File: src/rtl/vga_timing_monitor.sv
// vga_timing_monitor: locks to vsync, checks line/frame periods, sync widths and blanking, counts frames.
// Latency: inputs registered once; flags and counters update one cycle after the edge is seen.
// Passive observer with no backpressure. Frame CRC-32 over active pixels only when VGA_MON_CRC_EN is defined.
module vga_timing_monitor #(
  parameter int H_TOTAL    = 1040,
  parameter int H_SYNC     = 120,
  parameter int H_BACK     = 64,
  parameter int H_ACTIVE   = 800,
  parameter int V_TOTAL    = 666,
  parameter int V_SYNC     = 6,
  parameter int V_BACK     = 23,
  parameter int V_ACTIVE   = 600,
  parameter bit SYNC_POL   = 1'b1,
  parameter int COLOR_BITS = 1
) (
  input  logic                  clk,
  input  logic                  n_rst_async,
  input  logic [COLOR_BITS-1:0] vga_r,
  input  logic [COLOR_BITS-1:0] vga_g,
  input  logic [COLOR_BITS-1:0] vga_b,
  input  logic                  vga_hsync,
  input  logic                  vga_vsync,
  output logic                  locked,
  output logic [31:0]           frame_count,
  output logic                  err_htiming,
  output logic                  err_vtiming,
  output logic                  err_blank,
  output logic [31:0]           frame_crc,
  output logic                  crc_valid
);

  localparam int          PW          = 3 * COLOR_BITS;
  localparam logic [15:0] H_LAST      = 16'(H_TOTAL - 1);
  localparam logic [15:0] H_SYNC_LAST = 16'(H_SYNC - 1);
  localparam logic [15:0] HA_LO       = 16'(H_SYNC + H_BACK);
  localparam logic [15:0] HA_HI       = 16'(H_SYNC + H_BACK + H_ACTIVE);
  localparam logic [11:0] V_LAST      = 12'(V_TOTAL - 1);
  localparam logic [11:0] V_SYNC_W    = 12'(V_SYNC);
  localparam logic [11:0] VA_LO       = 12'(V_SYNC + V_BACK);
  localparam logic [11:0] VA_HI       = 12'(V_SYNC + V_BACK + V_ACTIVE);

  typedef enum logic {SEEK, LOCKED} state_t;
  state_t state, state_nxt;

  logic [PW-1:0] pix_q;
  logic          hs_q, vs_q, hs_prev, vs_prev;
  logic          hs_rise, hs_fall, vs_rise, vs_fall;
  logic [15:0]   hcnt;
  logic [11:0]   vcnt;
  logic          hcnt_sat, vcnt_sat;
  logic          h_arm, v_arm, in_lock, in_active;
  logic          h_bad, v_bad, blank_bad;

  // Syncs are normalised to active-high at the input register.
  always_ff @(posedge clk or negedge n_rst_async) begin
    if (!n_rst_async) begin
      pix_q   <= '0;
      hs_q    <= 1'b0;
      vs_q    <= 1'b0;
      hs_prev <= 1'b0;
      vs_prev <= 1'b0;
    end else begin
      pix_q   <= {vga_r, vga_g, vga_b};
      hs_q    <= vga_hsync ^ ~SYNC_POL;
      vs_q    <= vga_vsync ^ ~SYNC_POL;
      hs_prev <= hs_q;
      vs_prev <= vs_q;
    end
  end

  assign hs_rise  = hs_q & ~hs_prev;
  assign hs_fall  = ~hs_q & hs_prev;
  assign vs_rise  = vs_q & ~vs_prev;
  assign vs_fall  = ~vs_q & vs_prev;
  assign hcnt_sat = &hcnt;
  assign vcnt_sat = &vcnt;
  assign in_lock  = (state == LOCKED);
  assign locked   = in_lock;

  always_ff @(posedge clk or negedge n_rst_async) begin
    if (!n_rst_async) state <= SEEK;
    else              state <= state_nxt;
  end

  always_comb begin
    state_nxt = state;
    case (state)
      SEEK:    if (vs_rise) state_nxt = LOCKED;
      default: state_nxt = LOCKED;
    endcase
  end

  // vsync restarts the line count even when hsync rises in the same cycle.
  always_ff @(posedge clk or negedge n_rst_async) begin
    if (!n_rst_async) begin
      hcnt <= '0;
      vcnt <= '0;
    end else begin
      if (hs_rise)        hcnt <= '0;
      else if (!hcnt_sat) hcnt <= hcnt + 16'd1;
      if (vs_rise)                   vcnt <= '0;
      else if (hs_rise && !vcnt_sat) vcnt <= vcnt + 12'd1;
    end
  end

  always_comb begin
    h_bad     = 1'b0;
    v_bad     = 1'b0;
    blank_bad = 1'b0;
    in_active = (hcnt >= HA_LO) && (hcnt < HA_HI) && (vcnt >= VA_LO) && (vcnt < VA_HI);
    if (in_lock && h_arm)
      h_bad = (hs_rise && hcnt != H_LAST) || (hs_fall && hcnt != H_SYNC_LAST) || hcnt_sat;
    if (in_lock && v_arm)
      v_bad = (vs_rise && vcnt != V_LAST) || (vs_fall && vcnt != V_SYNC_W) || vcnt_sat;
    if (v_arm && !in_active)
      blank_bad = |pix_q;
  end

  // First line and frame after lock are partial, so each check arms on its first edge in LOCKED.
  always_ff @(posedge clk or negedge n_rst_async) begin
    if (!n_rst_async) begin
      h_arm       <= 1'b0;
      v_arm       <= 1'b0;
      frame_count <= '0;
      err_htiming <= 1'b0;
      err_vtiming <= 1'b0;
      err_blank   <= 1'b0;
    end else begin
      if (in_lock && hs_rise) h_arm <= 1'b1;
      if (in_lock && vs_rise) begin
        v_arm       <= 1'b1;
        frame_count <= frame_count + 32'd1;
      end
      if (h_bad)     err_htiming <= 1'b1;
      if (v_bad)     err_vtiming <= 1'b1;
      if (blank_bad) err_blank   <= 1'b1;
    end
  end

`ifdef VGA_MON_CRC_EN
  function automatic logic [31:0] crc_step(input logic [31:0] c, input logic [PW-1:0] d);
    logic [31:0] r;
    r = c;
    for (int i = PW - 1; i >= 0; i--) begin
      if (r[31] ^ d[i]) r = {r[30:0], 1'b0} ^ 32'h04C1_1DB7;
      else              r = {r[30:0], 1'b0};
    end
    return r;
  endfunction

  logic [31:0] crc_acc;

  always_ff @(posedge clk or negedge n_rst_async) begin
    if (!n_rst_async) begin
      crc_acc   <= 32'hFFFF_FFFF;
      frame_crc <= '0;
      crc_valid <= 1'b0;
    end else begin
      crc_valid <= 1'b0;
      if (vs_rise) begin
        crc_acc <= 32'hFFFF_FFFF;
        if (v_arm) begin
          frame_crc <= ~crc_acc;
          crc_valid <= 1'b1;
        end
      end else if (in_active) begin
        crc_acc <= crc_step(crc_acc, pix_q);
      end
    end
  end
`else
  assign frame_crc = '0;
  assign crc_valid = 1'b0;
`endif

endmodule

File: config.mk
export PLATFORM = sky130hd
export DESIGN_NAME = vga_timing_monitor
export DESIGN_NICKNAME = d
export VERILOG_FILES = /design/src/rtl/vga_timing_monitor.sv
export SDC_FILE = /design/constraint.sdc
export NUM_CORES = 1
export LEC_CHECK = 0
export CORE_UTILIZATION = 50
export DETAILED_ROUTE_END_ITERATION = 7
export DONT_BUFFER_PORTS = 1
export PLACE_DENSITY = 0.66
export SYNTH_ARGS = -nofsm -noshare
export SYNTH_HDL_FRONTEND = slang
export SYNTH_SLANG_ARGS = --single-unit
File: constraint.sdc
create_clock -name clk -period 1.74 [get_ports clk]
set_clock_uncertainty 0.1 [all_clocks]
set_input_delay 0.087 -clock clk [delete_from_list [all_inputs] [get_ports clk]]
set_output_delay 0.087 -clock clk [all_outputs]
set_load 0.01 [all_outputs]
=== Yosys cells after proc, flatten, opt, wreduce, memory -nomap -nowiden ===
Index checks and enable logic that the tools add are counted.

* Bits in registers: 73
* Bits of input ports: 7
* Output and inout port bits: 69

* Bitwise operators: 8
* $add $sub $neg: 3
* Muxes and demuxes: 9
* Eq/ne operators: 5
* Reduce and logical (&&, ||, !) cells: 23
* Order comparisons: 4

{| class="wikitable"
|+ Operators by type and width
! kind !! number
|-
| 32-bit by 1-bit adder with 32-bit output (second input constant) || 1
|-
| 16-bit 2-to-1 mux || 2
|-
| 12-bit 2-to-1 mux || 2
|-
| 16-bit by 1-bit adder with 16-bit output (second input constant) || 1
|-
| 16-bit by 8-bit greater-or-equal comparator with 1-bit output (second input constant) || 1
|-
| 16-bit by 10-bit less-than comparator with 1-bit output (second input constant) || 1
|-
| 16-bit by 11-bit != test with 1-bit output (second input constant) || 1
|-
| 16-bit by 7-bit != test with 1-bit output (second input constant) || 1
|-
| 16-bit AND reduction || 1
|-
| 1-bit logical AND || 13
|-
| 12-bit by 1-bit adder with 12-bit output (second input constant) || 1
|-
| 12-bit by 5-bit greater-or-equal comparator with 1-bit output (second input constant) || 1
|-
| 12-bit by 10-bit less-than comparator with 1-bit output (second input constant) || 1
|-
| 12-bit by 10-bit != test with 1-bit output (second input constant) || 1
|-
| 12-bit by 3-bit != test with 1-bit output (second input constant) || 1
|-
| 12-bit AND reduction || 1
|-
| 1-bit 2-to-1 mux || 5
|-
| 1-bit bitwise AND || 4
|-
| 1-bit logical OR || 4
|-
| 1-bit NOT || 4
|-
| 3-bit OR reduction || 1
|-
| 1-bit logical NOT || 2
|-
| 2-bit != test (second input constant) || 1
|-
| 2-bit nonzero test || 1
|}

=== Depth between registers and ports, before layout ===
* Depth in word-level cells: 7
* Depth in mapped cells: 7
* Mapped depth without buffers: 7

=== Worst setup path before layout ===
Ideal clock, no wire load.

* Path kind: flip-flop to flip-flop
* Start point: register hcnt[6]
* End point: register err_htiming
* Period minus slack after synthesis: 1758 ps
* Required time: 1520 ps
* Cell stages (with the launch flop): 7
* Path slack: -18 ps
* Arrival: 1538 ps
* Library setup time: 120 ps
* Cells stage by stage: dfrtp_1 buf_6 or4b_1 nor3_2 a31o_1 o211ai_1 a31o_1

* Cells in the longest elaborated chain, start to end: 5

{| class="wikitable"
|+ RTL lines
! item !! line !! source
|-
| from (decl) || 48 || <nowiki>logic [15:0] hcnt;</nowiki>
|-
| from (signal assigned) || 100 || <nowiki>else if (!hcnt_sat) hcnt <= hcnt + 16'd1;</nowiki>
|-
| 16-bit by 11-bit != test with 1-bit output / 16-bit by 7-bit != test with 1-bit output (equally long branches) || 112 || <nowiki>h_bad = (hs_rise && hcnt != H_LAST) || (hs_fall && hcnt != H_SYNC_LAST) || hcnt_sat;</nowiki>
|-
| 1-bit logical AND || 112 ||
|-
| 1-bit logical OR || 112 ||
|-
| 1-bit logical OR (*) || 112 ||
|-
| 1-bit 2-to-1 mux (*) || 111 || <nowiki>if (in_lock && h_arm)</nowiki>
|-
| to (signal assigned) || 125 || <nowiki>err_htiming <= 1'b0;</nowiki>
|-
| to (signal assigned) || 134 || <nowiki>if (h_bad) err_htiming <= 1'b1;</nowiki>
|-
| to (decl) || 25 || <nowiki>output logic err_htiming,</nowiki>
|}

Every way passes the cells marked *; elsewhere a longest branch is shown, timed or not.
A chain may end at the register's enable or synchronous reset.

=== Final worst setup path ===
Same ends and word-level chain as after synthesis.

==> flow_metrics.tcl <==
set metrics [dict create \
    numCtsBuffers 9 \
    io_buffers 0 \
    final.setup.worst_slack_ns -0.0186 \
    fin_nets 463 \
    route.detailed.drc 0 \
    register_area_um2 1830 \
    min_period_ns 1.76 \
    outcome "finished, violations left" \
    ir_drop_mv 0.516 \
    clk_latency_ns 0.34 \
    crit_path_max_fanout 4 \
    clk_path_buf_depth 2 \
    p_leak_nw 2.17 \
    die-area_um2 8060 \
    synth-seq-cells 73 \
    yosysMostFrequentCell "dfrtp_1" \
    clock_sinks 73 \
    routedWlPerCell_um 14.4 \
    tritoncts "done" \
    crit_slowest_cell "or4b_4" \
    synthFlopType "dfrtp_1" \
    ios 76 \
    area_delta_synth_final_pct 22.7 \
    core_um2 7370 \
    start_kind "flip-flop" \
    antenna_found_initial 0 \
    synth_edf_count 0 \
    crit_chain "or4b_4 > nor3_2 > a31o_1 > o211ai_1 > a31o_1" \
    cts.htree.levels 3 \
    setup_viol_count_final 1 \
    fin_hold_ws_ns -0.665 \
    setup_tns_ns -0.0186 \
    grt.overflow.total 0 \
    ys_warn_count 0 \
    crit_top_cell "a31o_1" \
    max_cap_violations 0 \
    synth_commonest_cells "dfrtp_1 (73), buf_4 (37), nor2_1 (37)" \
    slew_viol_final 0 \
    ys_types 49 \
    path_clk_slew_ns 0.08 \
    hold_path_class "in -> async" \
    powerDensity_nw_per_um2 876 \
    worst_setup_path_end_kind "flip-flop" \
    dp_hpwl_um 5610 \
    path_class "reg -> reg" \
    async_reset_ff_frac 1.00 \
    layout-drive-gt1-share 0.271 \
    reg2reg_from "hcnt[6]$_DFFE_PN0P_" \
    ant_nets 0 \
    num_antenna_cells 0 \
    n_fill_cell 592 \
    grt_max_degree 74 \
    finalHoldViolCount 73 \
    hold_buffers 5 \
    cp.buffers_inverters 0 \
    via_per_inst 5.19 \
    die_x_um 89.8 \
    min_period_over_period 1.01 \
    synth_top_area_cell "dfrtp_1" \
    synthTopCellsByArea "dfrtp_1 (47%), xnor2_1 (8.2%), buf_4 (7.2%)" \
    grt_pass1_vias 2714 \
    multi_input_area_um2 1950 \
    grt_pass1_wl_um 13200 \
    drt_pass1_iterations 5 \
    timing.fmax_mhz 569 \
    violations "hold timing, setup timing" \
    place_congestion 0.828 \
    reg2regPathDepth 5 \
    routed_wl_um 7990 \
    worstPathArrival_ns 1.89 \
    grt_use_total 0.207 \
    syn-mean-instance-area_um2 10.2 \
    syn_inst 378 \
    cp_top_family "simple AND/OR/NAND/NOR gates" \
    reg2reg_to "err_htiming$_DFFE_PN0P_" \
    synthesis.area_um2 3850 \
    crit_required_ns 1.87 \
    rsz0062_at_grt "true" \
    yosysSeqAreaShare 0.474 \
    row_count 31 \
    cts_root_buf "clkbuf_8" \
    drt-initial-drc-count 132 \
    yosysTopAreaCellShare 0.474 \
    r2r_slack_ns -0.02 \
    num_vias 2871 \
    start_util 0.523 \
    die_h_um 89.8 \
    startpoint "hcnt[6]$_DFFE_PN0P_" \
    critPathMaxStageDelay_ns 0.49 \
]
area by class of cell:
cell class / instances / area share
multi-input cells: 283 / 0.411
flip-flops and latches: 73 / 0.387
inverters: 10 / 0.00794
clock inverters: 5 / 0.0220
well taps: 99 / 0.0262
clock buffers: 11 / 0.0278
repair buffers: 72 / 0.118
where the power goes:
part	internal [W]	switching [W]	leakage, nW
registers	0.00181	0.000135	0.951
logic	0.000325	0.000307	1.11
clock network	0.000954	0.000611	0.118
metrics by stage:
step / cells / area (um^2) / total power (W) / worst slack, ns / utilization
2_1_floorplan: 410 / 3970 / 0.00232 / 0.0326 / -
3_3_place_gp: 529 / 4260 / 0.00250 / 0.00531 / 0.578
3_5_place_dp: 529 / 4260 / 0.00252 / -0.0466 / 0.578
4_1_cts: 551 / 4570 / 0.00411 / -0.0234 / 0.620
5_1_grt: 553 / 4730 / 0.00433 / -0.0966 / 0.642
6_report: 553 / 4730 / 0.00414 / -0.0186 / 0.642
kinds of logic (layout without fill, tap and decap cells):
group,Yosys count,count (layout),share of synthesized area
adder cells (fa/ha/maj),7,7,0.0227
flip-flops,73,73,0.474
AO/OA/AOI/OAI,36,36,0.0620
multiplexers,1,1,0.00292
AND/OR/NAND/NOR,154,154,0.228
buffers and inverters,54,98,0.0916
other,1,33,0.000973
XOR/XNOR,52,52,0.118
worst reg2reg max path, delay by kind of cell (launching register included):
family	cells	cell delay, ns
AND/OR/NAND/NOR	2	0.61
flip-flops	1	0.45
AO/OA/AOI/OAI	3	0.49
cells in the final DEF, fill, tap and decap left out, drive strengths merged, types with 9 or more instances in the layout:
cell and n:
a21oi 9, and3 9, buf 67, clkbuf 11, conb 33, dfrtp 73
inv 10, nand2 24, nand3 26, nand4 14, nor2 37, xnor2 36
xor2 16
worst max-delay path by stage:
| stage | slack (ns) | endpoint | cells past startpoint |
|---|---|---|---|
| 2_1_floorplan | 0.03 | err_blank$_DFFE_PN0P_ | 7 |
| 3_3_place_gp | 0.005 | hcnt[15]$_DFFE_PN0P_ | 7 |
| 3_5_place_dp | -0.05 | err_blank$_DFFE_PN0P_ | 7 |
| 4_1_cts | -0.02 | err_htiming$_DFFE_PN0P_ | 5 |
| 5_1_grt | -0.1 | err_htiming$_DFFE_PN0P_ | 5 |
| 6_report | -0.02 | err_htiming$_DFFE_PN0P_ | 5 |
routing by layer:
metal	GRT usage	part of all wire
met1	0.260	0.44
met2	0.335	0.49
met3	0.0609	0.045
met4	0.0806	0.026
met5	0	0
flip-flops by register name (all words and copies together) (netlist names):
register	cells
hcnt	16
v_arm	1
hs_prev	1
hs_q	1
vs_prev	1
frame_count	32
err_htiming	1
err_blank	1
locked	1
vs_q	1
vcnt	12
pix_q	3
h_arm	1
err_vtiming	1
what timing repair did:
action / CTS / global route
hold endpoints to repair: 78 / 73
endpoints found under the setup margin: 7 / 36
setup buffers: 1 / 2
pin swaps: 2 / 12
resized for setup: 3 / 39
(Power assumes the default switching activity.)
